==> config.mk <==
export PLATFORM = sky130hd
export DESIGN_NAME = vectored_interrupt_control
export DESIGN_NICKNAME = d
export VERILOG_FILES = /design/src/rtl/vectored_interrupt_control.sv
export SDC_FILE = /design/constraint.sdc
export NUM_CORES = 1
export LEC_CHECK = 0
export BUFFER_PORTS_ARGS = -buffer_cell sky130_fd_sc_hd__buf_4
export CAP_MARGIN = 5
export CELL_PAD_IN_SITES_DETAIL_PLACEMENT = 2
export CELL_PAD_IN_SITES_GLOBAL_PLACEMENT = 2
export CORE_MARGIN = 4
export CORE_UTILIZATION = 30
export CTS_BUF_LIST = sky130_fd_sc_hd__clkbuf_4 sky130_fd_sc_hd__clkbuf_8
export DETAILED_ROUTE_END_ITERATION = 8
export PLACE_DENSITY_LB_ADDON = 0.2
export RECOVER_POWER = 25
export SETUP_SLACK_MARGIN = 0.02
export SYNTH_ARGS = -nofsm -noshare
export SYNTH_HDL_FRONTEND = slang
export SYNTH_SLANG_ARGS = --single-unit
export TNS_END_PERCENT = 100
==> constraint.sdc <==
create_clock -name clk_1 -period 2.3 [get_ports clk_1]
set_input_delay 0.115 -clock clk_1 [delete_from_list [all_inputs] [get_ports clk_1]]
set_output_delay 0.115 -clock clk_1 [all_outputs]
set_load 0.005 [all_outputs]
==> src/rtl/vectored_interrupt_control.sv <==
// Vectored interrupt controller: synchronises the NMI/IRQ pins, arbitrates RES/NMI/IRQ/BRK at
// instruction boundaries and sequences the two-byte vector fetch address for the core.
module vectored_interrupt_control #(
    parameter int          NUM_IRQ  = 4,
    parameter logic [15:0] VEC_BASE = 16'hFFE0
) (
    input  logic               clk_1,
    input  logic               RES_N,
    input  logic               NMI_N,
    input  logic [NUM_IRQ-1:0] IRQ_N,
    input  logic [NUM_IRQ-1:0] chan_en,
    input  logic [NUM_IRQ-1:0] chan_edge,
    input  logic               interrupt_flag,
    input  logic               rdy,
    input  logic               t0,
    input  logic               op_brk,
    input  logic               vec_fetch,
    output logic               res_g,
    output logic               nmi_g,
    output logic               int_g,
    output logic               brk_g,
    output logic [NUM_IRQ-1:0] in_service,
    output logic [15:0]        vec_addr,
    output logic               brk_done,
    output logic               aic_n
);
    localparam int IDX_W = (NUM_IRQ > 1) ? $clog2(NUM_IRQ) : 1;

    typedef enum logic [2:0] {ST_RESET, ST_IDLE, ST_SEQ, ST_VEC_LO, ST_VEC_HI} state_t;
    typedef enum logic [2:0] {SRC_NONE, SRC_RES, SRC_NMI, SRC_IRQ, SRC_BRK} src_t;

    state_t           state;
    src_t             src;
    logic [IDX_W-1:0] src_idx;

    logic               nmi_s1, nmi_s2, nmi_prev, nmi_pend, nmi_rearm;
    logic [NUM_IRQ-1:0] irq_s1, irq_s2, irq_prev, edge_pend, irq_rearm;
    logic               nmi_fall, done, in_fetch, irq_hit;
    logic [NUM_IRQ-1:0] irq_fall, pend, clr_mask;
    logic [IDX_W-1:0]   irq_idx;

    // Synchronisers run every cycle; only the edge history behind them honours rdy, so an
    // edge that arrives during a stall is still seen once the core resumes.
    always_ff @(posedge clk_1 or negedge RES_N) begin
        if (!RES_N) begin
            nmi_s1 <= 1'b0;
            nmi_s2 <= 1'b0;
            irq_s1 <= '0;
            irq_s2 <= '0;
        end else begin
            // NOTE: non-blocking assignments keep s1 and s2 as two distinct flop stages.
            nmi_s1 <= NMI_N;
            nmi_s2 <= nmi_s1;
            irq_s1 <= IRQ_N;
            irq_s2 <= irq_s1;
        end
    end

    assign nmi_fall = nmi_prev & ~nmi_s2;
    assign irq_fall = irq_prev & ~irq_s2;
    assign done     = (state == ST_VEC_HI) && rdy;
    assign in_fetch = (state == ST_VEC_LO) || (state == ST_VEC_HI);
    assign clr_mask = (done && src == SRC_IRQ) ? in_service : '0;
    assign pend     = (chan_edge & edge_pend) | (~chan_edge & chan_en & ~irq_s2);
    assign brk_done = done;
    assign aic_n    = ~(res_g | nmi_g | int_g | brk_g);

    // An edge landing after its own vector fetch started is parked in *_rearm so the
    // brk_done clear of the current service does not swallow it.
    always_ff @(posedge clk_1 or negedge RES_N) begin
        if (!RES_N) begin
            nmi_prev  <= 1'b0;
            nmi_pend  <= 1'b0;
            nmi_rearm <= 1'b0;
            irq_prev  <= '0;
            edge_pend <= '0;
            irq_rearm <= '0;
        end else if (rdy) begin
            nmi_prev  <= nmi_s2;
            irq_prev  <= irq_s2;
            nmi_rearm <= done ? 1'b0 : (nmi_rearm | (nmi_fall & in_fetch));
            irq_rearm <= done ? '0 : (irq_rearm | (irq_fall & {NUM_IRQ{in_fetch}}));
            nmi_pend  <= nmi_fall | ((done && src == SRC_NMI) ? nmi_rearm : nmi_pend);
            edge_pend <= chan_en & chan_edge &
                         (irq_fall | (edge_pend & ~clr_mask) | (irq_rearm & clr_mask));
        end
    end

    always_comb begin
        // NOTE: defaults before the loop so every path assigns both outputs (no latch).
        irq_hit = 1'b0;
        irq_idx = '0;
        for (int k = NUM_IRQ - 1; k >= 0; k--) begin
            if (pend[k] && !interrupt_flag) begin
                irq_hit = 1'b1;
                irq_idx = IDX_W'(k);
            end
        end
    end

    function automatic logic [15:0] vec_of(input src_t s, input logic [IDX_W-1:0] idx);
        case (s)
            SRC_NMI: return 16'hFFFA;
            SRC_BRK: return 16'hFFFE;
            SRC_IRQ: return VEC_BASE + (16'(idx) << 1);
            default: return 16'hFFFC;
        endcase
    endfunction

    always_ff @(posedge clk_1 or negedge RES_N) begin
        if (!RES_N) begin
            state      <= ST_RESET;
            src        <= SRC_RES;
            src_idx    <= '0;
            res_g      <= 1'b1;
            nmi_g      <= 1'b0;
            int_g      <= 1'b0;
            brk_g      <= 1'b0;
            in_service <= '0;
            vec_addr   <= 16'hFFFC;
        end else if (rdy) begin
            case (state)
                ST_RESET: begin
                    if (vec_fetch) begin
                        state    <= ST_VEC_LO;
                        vec_addr <= 16'hFFFC;
                    end
                end
                ST_IDLE: begin
                    if (t0) begin
                        if (nmi_pend) begin
                            state <= ST_SEQ;
                            src   <= SRC_NMI;
                            nmi_g <= 1'b1;
                        end else if (irq_hit) begin
                            state      <= ST_SEQ;
                            src        <= SRC_IRQ;
                            src_idx    <= irq_idx;
                            int_g      <= 1'b1;
                            in_service <= NUM_IRQ'(1) << irq_idx;
                        end else if (op_brk) begin
                            state <= ST_SEQ;
                            src   <= SRC_BRK;
                            brk_g <= 1'b1;
                        end
                    end
                end
                ST_SEQ: begin
                    // A late NMI still wins until the vector fetch begins.
                    if (nmi_pend && src != SRC_NMI) begin
                        src        <= SRC_NMI;
                        nmi_g      <= 1'b1;
                        int_g      <= 1'b0;
                        brk_g      <= 1'b0;
                        in_service <= '0;
                    end
                    if (vec_fetch) begin
                        state    <= ST_VEC_LO;
                        vec_addr <= nmi_pend ? 16'hFFFA : vec_of(src, src_idx);
                    end
                end
                ST_VEC_LO: begin
                    state    <= ST_VEC_HI;
                    vec_addr <= vec_addr + 16'd1;
                end
                ST_VEC_HI: begin
                    state      <= ST_IDLE;
                    src        <= SRC_NONE;
                    res_g      <= 1'b0;
                    nmi_g      <= 1'b0;
                    int_g      <= 1'b0;
                    brk_g      <= 1'b0;
                    in_service <= '0;
                end
                default: state <= ST_RESET;
            endcase
        end
    end

endmodule
==> out/metrics.yaml, run 1 <==
synthesis:
  synth_area_mm2: 0.00285
  ys_warn_count: 0
  synthFlopType: "dfrtp_1"
  yosysMostFrequentCell: "dfrtp_1"
  netlist_instances: 276
  synth_top_cell_by_area: "dfrtp_1"
  synth-seq-cells: 57
  synth-edff-count: 0
  synth_top_area_share: 0.360
  yosys-top-cells-area: "dfrtp_1 (36%), dfstp_2 (15%), mux2_2 (4.0%)"
  synth_common_cells: "dfrtp_1 (41), nor2_1 (25), a21oi_1 (22), nand2_1 (22), o21ai_0 (17)"
  syn_nets: 297
  synth.distinct_cells: 61
  synth-async-reset-ratio: 1.00
  seq_area_frac_synth: 0.508
  postSynthAreaPerCell_um2: 10.3
place:
  dp_slack_ns: 0.117
  io_buffer_count: 45
  dpl.hpwl_um: 5790
  gp_congestion: 0.756
  placed_area_mm2: 0.00338
clock_tree:
  clock_latency_ns: 0.33
  path_clk_slew_ns: 0.08
  ctsLongestPathBuffers: 2
  clkSinkCount: 57
  h-tree-depth: 3
  postCtsSetupBuffers: 0
  cts_tree: "yes"
  cts-root-buf: "clkbuf_8"
  numCtsBuffers: 9
worst_setup_path:
  crit_path_end_kind: "register"
  cp_max_fo: 11
  required_ns: 2.52
  critical_path_class: "reg2reg"
  startpoint_type: "register"
  reg2regPathDepth: 5
  worstPathArrival_ns: 2.34
  reg2reg_from: "state[2]$_DFFE_PN0P_"
  r2r_end: "in_service[0]$_DFFE_PN0P_"
  reg2reg_slack_ns: 0.18
timing:
  setup_ws_ns: 0.178
  period_minus_slack_ns: 2.12
  setup_violations: 0
  fin_skew_ns: 0.0137
  final_max_slew_viol_count: 0
  fmax_ghz: 0.471
  fin_crit_sh: 0.922
  maxSlewHeadroom: 0.0280
  tns_ns: 0
  rsz0062_at_grt: "false"
  hold-worst-slack_ns: 0.0648
  tightestPinTransition_ns: 1.46
  hold_viol_final: 0
route:
  vias_per_cell: 5.04
  wirelength_um: 8060
  ant_nets: 0
  wl_per_cell_um: 17.1
  drc: 0
  drt_iter0_drc: 52
  vias: 2377
  first_pass_iters: 4
final_layout:
  area_growth_syn_to_layout_pct: 27.9
  fill_cells: 1004
  diodes: 0
  fin_area_mm2: 0.00364
  num-nets-final: 359
  layout-drive-gt1-share: 0.344
  utilization: 0.394
hold_path:
  hold_path.class: "in2reg"
  hp-start: "chan_en[0]"
  hold-path-endpoint: "edge_pend[0]$_DFFE_PN0P_"
  min_path_cells: 3
grt:
  grt_pass1_vias: 2562
  grt_usage: 0.154
  antenna_found_initial: 0
  grt-ovfl-total: 0
  grt_pass1_wl_um: 13500
  grt_max_degree: 58
pwr:
  power_density_mw_per_mm2: 1180
  total_leakage_power_uw: 0.00155
  peakVddDrop_uv: 404
die:
  dieArea_mm2: 0.0111
  core-area_mm2: 0.00924
  die_w_um: 105
  num_rows: 35
  initial_core_util: 0.308
  dieHeight_um: 105
  ios: 46
flow_run:
  cap_violations: 0
outcome:
  status: "finished clean"
[power breakdown]
group / internal (µW) / switching (µW) / leakage (µW)
combinational: 796 / 872 / 0.000791
clock: 523 / 427 / 0.0000924
sequential: 1380 / 317 / 0.000671
[routing by layer]
metal | global-route usage | routed length (µm) | share of wire | vias up
met4 | 0.0394 | 46 | 0.0057 | 0
met2 | 0.252 | 3930 | 0.49 | 30
met1 | 0.204 | 3870 | 0.48 | 1216
li1 | - | - | - | 1129
met3 | 0.0367 | 210 | 0.026 | 2
met5 | 0 | 0 | 0 | -
[through the flow]
step | power [µW] | instances
detailed placement | 3400 | 450
finish | 4310 | 472
floorplan | 2610 | 276
global route | 4680 | 472
global placement | 3350 | 450
CTS | 4390 | 472
[state kept, by name, indices dropped and copies added, names as in the netlist, 2 cells and up]
name / cells
edge_pend: 4
in_service: 4
irq_prev: 4
irq_rearm: 4
irq_s1: 4
irq_s2: 4
src: 3
src_idx: 2
state: 3
vec_addr: 16
[repair_timing]
item	CTS	global route
gates resized for setup	0	2
endpoints found under the setup margin	0	4
endpoints found under the hold margin	46	0
hold buffers	6	0
[worst max path at each step]
| stage | slack, ns | from | cells past startpoint | end |
|---|---|---|---|---|
| 2_1_floorplan | 0.42 | state[2]$_DFFE_PN0P_ | 6 | in_service[0]$_DFFE_PN0P_ |
| 3_3_place_gp | 0.20 | state[0]$_DFFE_PN0P_ | 5 | in_service[0]$_DFFE_PN0P_ |
| 3_5_place_dp | 0.12 | state[0]$_DFFE_PN0P_ | 5 | in_service[0]$_DFFE_PN0P_ |
| 4_1_cts | 0.11 | state[0]$_DFFE_PN0P_ | 5 | in_service[0]$_DFFE_PN0P_ |
| 5_1_grt | 0.05 | state[2]$_DFFE_PN0P_ | 5 | in_service[3]$_DFFE_PN0P_ |
| 6_report | 0.18 | state[2]$_DFFE_PN0P_ | 5 | in_service[0]$_DFFE_PN0P_ |
[worst max-delay path, stage by stage, from the launching register on]
cell,delay [ns]
dfrtp_1,0.48
or3b_1,0.51
nor2_2,0.21
o21bai_1,0.20
o21a_2,0.26
mux2_2,0.34
[cells in the final DEF, fill, tap and decap left out, drive strengths merged, types with 2 or more instances in the layout]
cell type and count:
a21oi 22, a31o 2, a31oi 6, and2 2
and3 2, and4 2, buf 49, clkbuf 18
clkinvlp 3, dfrtp 41, dfstp 16, dlygate4sd3 6
inv 9, mux2 15, nand2 22, nand2b 5
nand3 13, nand4 4, nor2 26, nor2b 6
nor3 6, nor3b 5, nor4 3, nor4b 4
o2111ai 3, o21a 2, o21ai 18, o22a 2
o31a 2, or3 3, or3b 2, xnor2 3
[kinds of logic (layout without fill, tap and decap cells)]
group | Yosys count | count (layout) | synth area share
adder cells (fa/ha/maj) | 1 | 1 | 0.00439
AND/OR/NAND/NOR | 109 | 109 | 0.220
flip-flops | 57 | 57 | 0.508
XOR/XNOR | 4 | 4 | 0.0123
multiplexers | 16 | 16 | 0.0655
buffers and inverters | 20 | 87 | 0.0277
AO/OA/AOI/OAI | 69 | 69 | 0.162
[final cells by class]
class	instances	area, µm²	share of cell area
repair buffers	62	478	0.131
clock buffers	11	139	0.0381
well taps	129	161	0.0443
flip-flops and latches	57	1450	0.398
inverters	9	33.8	0.00928
multi-input cells	199	1320	0.364
clock inverters	5	57.6	0.0158
(Power assumes the default switching activity.)
==> run 2: changes to the inputs <==
--- a/config.mk
+++ b/config.mk
@@ -5,7 +5,6 @@
 export SDC_FILE = /design/constraint.sdc
 export NUM_CORES = 1
 export LEC_CHECK = 0
-export BUFFER_PORTS_ARGS = -buffer_cell sky130_fd_sc_hd__buf_4
 export CAP_MARGIN = 5
 export CELL_PAD_IN_SITES_DETAIL_PLACEMENT = 2
 export CELL_PAD_IN_SITES_GLOBAL_PLACEMENT = 2
@@ -13,6 +12,7 @@
 export CORE_UTILIZATION = 30
 export CTS_BUF_LIST = sky130_fd_sc_hd__clkbuf_4 sky130_fd_sc_hd__clkbuf_8
 export DETAILED_ROUTE_END_ITERATION = 8
+export DONT_BUFFER_PORTS = 1
 export PLACE_DENSITY_LB_ADDON = 0.2
 export RECOVER_POWER = 25
 export SETUP_SLACK_MARGIN = 0.02
==> out/metrics.yaml, run 2 (same netlist as run 1, synthesis figures left out) <==
grt:
  grt_usage: 0.152  # was 0.154
  grt_pass1_wl_um: 13400  # was 13500 µm
  grt_pass1_vias: 2532  # was 2562
  grt-ovfl-total: 0  # unchanged
  antenna_found_initial: 0  # unchanged
  grt_max_degree: 58  # unchanged
place:
  gp_congestion: 0.726  # was 0.756
  io_buffer_count: 0  # was 45
  dp_slack_ns: 0.183  # was 0.117 ns
  dpl.hpwl_um: 5660  # was 5790 µm
pwr:
  clkPwrFrac: 0.240  # was 0.220
  intPower_uw: 2480  # was 2700 µW
  seqPwrFrac: 0.425  # was 0.393
  power.total_uw: 4100  # was 4310 µW
  total_leakage_power_uw: 0.00139  # was 0.00155 µW
  p_sw_uw: 1620  # about the same
  p_comb_frac: 0.335  # was 0.387
  peakVddDrop_uv: 418  # was 404 µV
  power_density_mw_per_mm2: 1200  # was 1180 mW/mm²
  switching_share: 0.396  # was 0.375
route:
  wirelength_um: 7900  # was 8060 µm
  routed.top_layer: "met4"  # unchanged
  drc: 0  # unchanged
  wl_met3_um: 323  # was 210 µm
  drt_iter0_drc: 34  # was 52
  wl_met1_um: 3680  # was 3870 µm
  first_pass_iters: 6  # was 4
  ant_nets: 0  # unchanged
  wl_met2_um: 3790  # was 3930 µm
  vias: 2277  # was 2377
  wl_per_cell_um: 18.0  # was 17.1 µm
  vias_per_cell: 5.20  # was 5.04
timing:
  final_max_slew_viol_count: 0  # unchanged
  fin_skew_ns: 0.0116  # was 0.0137 ns
  hold_viol_final: 0  # unchanged
  fmax_ghz: 0.475  # was 0.471 GHz
  rsz0062_at_grt: "false"  # unchanged
  maxSlewHeadroom: 0.0225  # was 0.0280
  tightestPinTransition_ns: 1.47  # was 1.46 ns
  fin_crit_sh: 0.916  # was 0.922
  setup_ws_ns: 0.193  # was 0.178 ns
  period_minus_slack_ns: 2.11  # was 2.12 ns
  tns_ns: 0  # unchanged
  setup_violations: 0  # unchanged
worst_setup_path:
  reg2regPathDepth: 4  # was 5
  worstPathArrival_ns: 2.33  # was 2.34 ns
  startpoint_type: "register"  # unchanged
  cpMaxStageDelayCell: "or4b_4"  # was or3b_1
  cp_max_fo: 14  # was 11
  critical_path_class: "reg2reg"  # unchanged
  path_cells: "or3b_1 > buf_4 > or4b_4 > mux2_4"  # was or3b_1 > nor2_2 > o21bai_1 > o21a_2 > mux2_2
  required_ns: 2.53  # was 2.52 ns
  crit_path_end_kind: "register"  # unchanged
  max_stage_delay_ns: 0.55  # was 0.51 ns
final_layout:
  final_common_cell: "dfrtp_1"  # was buf_4
  final_cell_mix: "dfrtp_1 (41), nor2_1 (25), nand2_1 (22), a21oi_1 (22), o21ai_0 (17)"  # was buf_4 (49), dfrtp_1 (40), nor2_1 (25)
  diodes: 0  # unchanged
  largest_register: "vec_addr"  # unchanged
  largest_reg_flops: 16  # unchanged
  fill_cells: 977  # was 1004
  utilization: 0.369  # was 0.394
  num-nets-final: 325  # was 359
  area_growth_syn_to_layout_pct: 19.9  # was 27.9%
  layout-drive-gt1-share: 0.239  # was 0.344
die:
  core-area_mm2: 0.00924  # unchanged
  ios: 46  # unchanged
  num_rows: 35  # unchanged
  dieArea_mm2: 0.0111  # unchanged
  dieHeight_um: 105  # unchanged
  initial_core_util: 0.308  # unchanged
  die_w_um: 105  # unchanged
clock_tree:
  ctsLongestPathBuffers: 2  # unchanged
  numCtsBuffers: 9  # unchanged
  clkSinkCount: 57  # unchanged
  clock_latency_ns: 0.34  # was 0.33 ns
  cts-root-buf: "clkbuf_8"  # unchanged
  path_clk_slew_ns: 0.08  # about the same
  cts_tree: "yes"  # unchanged
  h-tree-depth: 3  # unchanged
hold_path:
  hold_path.class: "in2reg"  # unchanged
  min_path_cells: 2  # was 3
outcome:
  status: "finished clean"  # unchanged
flow_run:
  cap_violations: 0  # unchanged
==> run 2: final cells by class <==
class / instances / area (µm²) / share of cell area
Sequential cell: 57 / 1450 / 0.424
Multi-Input combinational cell: 199 / 1320 / 0.388
Timing Repair Buffer: 28 / 245 / 0.0718
Tap cell: 129 / 161 / 0.0473
Clock buffer: 9 / 124 / 0.0363
Clock inverter: 7 / 78.8 / 0.0231
Inverter: 9 / 33.8 / 0.00990
==> run 2: timing repair <==
action	CTS	global route
resized for setup	0	1
endpoints found under the hold margin	74	0
endpoints found under the setup margin	0	2
setup buffers	0	0
hold buffers	16	0
==> run 2: path summary, 6_finish.rpt <==
check                                                to            startpoint  slack [ns]
worst min-delay path               state[0]$_DFFE_PN0P_                op_brk        0.02
worst max-delay path             src_idx[0]$_DFFE_PN0P_  state[2]$_DFFE_PN0P_        0.19
max in group asynchronous       irq_prev[1]$_DFFE_PN0P_                 RES_N        0.75
min in group asynchronous       vec_addr[1]$_DFFE_PN0P_                 RES_N        0.64
worst max register to register   src_idx[0]$_DFFE_PN0P_  state[2]$_DFFE_PN0P_        0.19
worst min register to register         nmi_s2$_DFF_PN0_      nmi_s1$_DFF_PN0_        0.35
==> run 2: per-layer routing <==
metal,vias up,global-route usage
met4,0,0.0440
met1,1173,0.201
li1,1065,-
met3,8,0.0435
met2,31,0.242
met5,-,0
==> run 2: power groups by stage <==
stage | sequential, µW | clock (µW) | combinational [µW]
after floorplan | 1630 | 0 | 987
after global placement | 1760 | 0 | 1300
after detailed placement | 1770 | 0 | 1340
after CTS | 1760 | 1020 | 1410
after global routing | 1800 | 1060 | 1570
final | 1740 | 986 | 1370
==> run 2: metrics by stage <==
stage / instance area (µm²) / hold slack, ns / cells
6_report: 3410 / 0.0205 / 438
5_1_grt: 3410 / 0.0196 / 438
4_1_cts: 3430 / 0.0111 / 438
3_5_place_dp: 3050 / -0.179 / 406
3_3_place_gp: 3050 / -0.179 / 406
2_1_floorplan: 2850 / -0.181 / 276
==> run 2: critical path, delay by kind of cell (launching register included) <==
family        cells  cell delay, ns
mux               1            0.31
simple gates      2            0.99
buf+inv           1            0.18
flops             1            0.51
==> run 3: changes to the inputs <==
--- a/config.mk
+++ b/config.mk
@@ -8,7 +8,7 @@
 export CAP_MARGIN = 5
 export CELL_PAD_IN_SITES_DETAIL_PLACEMENT = 2
 export CELL_PAD_IN_SITES_GLOBAL_PLACEMENT = 2
-export CORE_MARGIN = 4
+export CORE_MARGIN = 2
 export CORE_UTILIZATION = 30
 export CTS_BUF_LIST = sky130_fd_sc_hd__clkbuf_4 sky130_fd_sc_hd__clkbuf_8
 export DETAILED_ROUTE_END_ITERATION = 8
==> out/metrics.yaml, run 3 (same netlist as run 1, synthesis figures left out) <==
route:
  first_pass_iters: 4  # was 6
  vias: 2263  # was 2277
  ant_nets: 0  # unchanged
  drt_iter0_drc: 64  # was 34
  wirelength_um: 7750  # was 7900 µm
  drc: 0  # unchanged
  vias_per_cell: 5.19  # was 5.20
  wl_per_cell_um: 17.8  # was 18.0 µm
grt:
  grt_pass1_wl_um: 12900  # was 13400 µm
  antenna_found_initial: 0  # unchanged
  grt_pass1_vias: 2403  # was 2532
  grt_max_degree: 58  # unchanged
  grt_usage: 0.166  # was 0.152
  grt-ovfl-total: 0  # unchanged
pwr:
  power.total_uw: 4120  # was 4100 µW
  seqPwrFrac: 0.420  # was 0.425
  power_density_mw_per_mm2: 1200  # about the same
  total_leakage_power_uw: 0.00140  # was 0.00139 µW
  p_sw_uw: 1540  # was 1620 µW
  p_comb_frac: 0.329  # was 0.335
  intPower_uw: 2580  # was 2480 µW
  switching_share: 0.374  # was 0.396
  clkPwrFrac: 0.251  # was 0.240
  peakVddDrop_uv: 319  # was 418 µV
die:
  dieArea_mm2: 0.0103  # was 0.0111 mm²
  die_w_um: 101  # was 105 µm
  ios: 46  # unchanged
  initial_core_util: 0.308  # unchanged
  core-area_mm2: 0.00924  # unchanged
  dieHeight_um: 101  # was 105 µm
  num_rows: 35  # unchanged
final_layout:
  area_growth_syn_to_layout_pct: 20.3  # was 19.9%
  num-nets-final: 324  # was 325
  largest_reg_flops: 16  # unchanged
  final_common_cell: "dfrtp_1"  # unchanged
  layout-drive-gt1-share: 0.241  # was 0.239
  final_cell_mix: "dfrtp_1 (40), nor2_1 (25), nand2_1 (22), a21oi_1 (22), o21ai_0 (17)"  # was dfrtp_1 (41), nor2_1 (25), nand2_1 (22), a21oi_1 (22), o21ai_0 (17)
  largest_register: "vec_addr"  # unchanged
  final_cells: 436  # was 438
  diodes: 0  # unchanged
  fill_cells: 987  # was 977
clock_tree:
  clock_latency_ns: 0.34  # about the same
  clkSinkCount: 57  # unchanged
  h-tree-depth: 3  # unchanged
  numCtsBuffers: 9  # unchanged
  postCtsSetupBuffers: 0  # unchanged
  cts-root-buf: "clkbuf_8"  # unchanged
  ctsLongestPathBuffers: 2  # unchanged
  path_clk_slew_ns: 0.07  # was 0.08 ns
  cts_tree: "yes"  # unchanged
flow_run:
  cap_violations: 1  # was 0
hold_path:
  min_path_cells: 2  # unchanged
  hold_path.class: "in2reg"  # unchanged
worst_setup_path:
  required_ns: 2.52  # was 2.53 ns
  worstPathArrival_ns: 2.32  # was 2.33 ns
  cp_max_fo: 14  # unchanged
  critical_path_class: "reg2reg"  # unchanged
  reg2regPathDepth: 4  # unchanged
  startpoint_type: "register"  # unchanged
  crit_path_end_kind: "register"  # unchanged
  reg2reg_slack_ns: 0.20  # was 0.19 ns
place:
  dpl.hpwl_um: 5270  # was 5660 µm
  placed_cells: 405  # was 406
  io_buffer_count: 0  # unchanged
  gp_congestion: 0.741  # was 0.726
timing:
  fin_crit_sh: 0.915  # was 0.916
  fmax_ghz: 0.475  # about the same
  setup_violations: 0  # unchanged
  period_minus_slack_ns: 2.10  # was 2.11 ns
  rsz0062_at_grt: "false"  # unchanged
  maxSlewHeadroom: 0.00379  # was 0.0225
  hold_viol_final: 0  # unchanged
  tns_ns: 0  # unchanged
  tightestPinTransition_ns: 1.49  # was 1.47 ns
  fin_skew_ns: 0.00656  # was 0.0116 ns
  hold-worst-slack_ns: 0.0152  # was 0.0205 ns
  final_max_slew_viol_count: 0  # unchanged
outcome:
  violations: "max-capacitance violations"
  status: "finished, violations left"  # was finished clean
-- run 3: cell types whose count changed in the layout (fill, tap and decap cells not counted), sizes merged --
cell	delta
clkbuf	+4
inv	-2
clkinvlp	-3
buf	-1
-- run 3: worst paths after layout --
path                                      start                     end
setup reg to reg           state[2]$_DFFE_PN0P_  src_idx[0]$_DFFE_PN0P_
setup / recovery           state[2]$_DFFE_PN0P_  src_idx[0]$_DFFE_PN0P_
min in group asynchronous                 RES_N     irq_s2[2]$_DFF_PN0_
hold / removal                           op_brk    state[1]$_DFFE_PN0P_
max in group asynchronous                 RES_N    state[2]$_DFFE_PN0P_
hold reg to reg             irq_s1[0]$_DFF_PN0_     irq_s2[0]$_DFF_PN0_
-- run 3: power groups by stage --
stage,Clock [µW],Combinational (µW),Sequential [µW]
global route,1100,1540,1800
finish,1030,1350,1730
detailed placement,0,1320,1760
global placement,0,1290,1750
floorplan,0,987,1630
CTS,1070,1380,1740
-- run 3: area by class of cell --
cell class / instances / area [µm²] / area share
Clock buffer: 13 / 179 / 0.0522
Timing Repair Buffer: 27 / 238 / 0.0694
Tap cell: 129 / 161 / 0.0471
Multi-Input combinational cell: 199 / 1330 / 0.388
Sequential cell: 57 / 1450 / 0.423
Clock inverter: 2 / 35.0 / 0.0102
Inverter: 9 / 33.8 / 0.00986
-- run 3: stage by stage --
step                 util  area (µm²)  setup WS (ns)
floorplan               -        2850          0.417
global placement    0.330        3050          0.238
detailed placement  0.330        3050          0.177
CTS                 0.372        3440          0.118
global route        0.371        3420         0.0664
finish              0.371        3420          0.196
-- run 3: what timing repair did --
item,4_1_cts,5_1_grt
gates resized for setup,0,3
hold buffers,16,0
setup endpoints to repair,0,6
hold endpoints to repair,74,0
-- run 3: critical path, cell delays in order, from the launching register on --
cell	delay [ns]
dfrtp_2	0.49
or3b_1	0.44
buf_4	0.19
or4b_4	0.56
mux2_4	0.31
-- run 3: per-layer routing --
layer | global-route usage | wire [µm] | part of all wire | vias up
met3 | 0.0352 | 220 | 0.028 | 9
met5 | 0 | 0 | 0 | -
li1 | - | - | - | 1062
met4 | 0.0624 | 121 | 0.016 | 0
met1 | 0.231 | 3790 | 0.49 | 1165
met2 | 0.255 | 3610 | 0.47 | 27
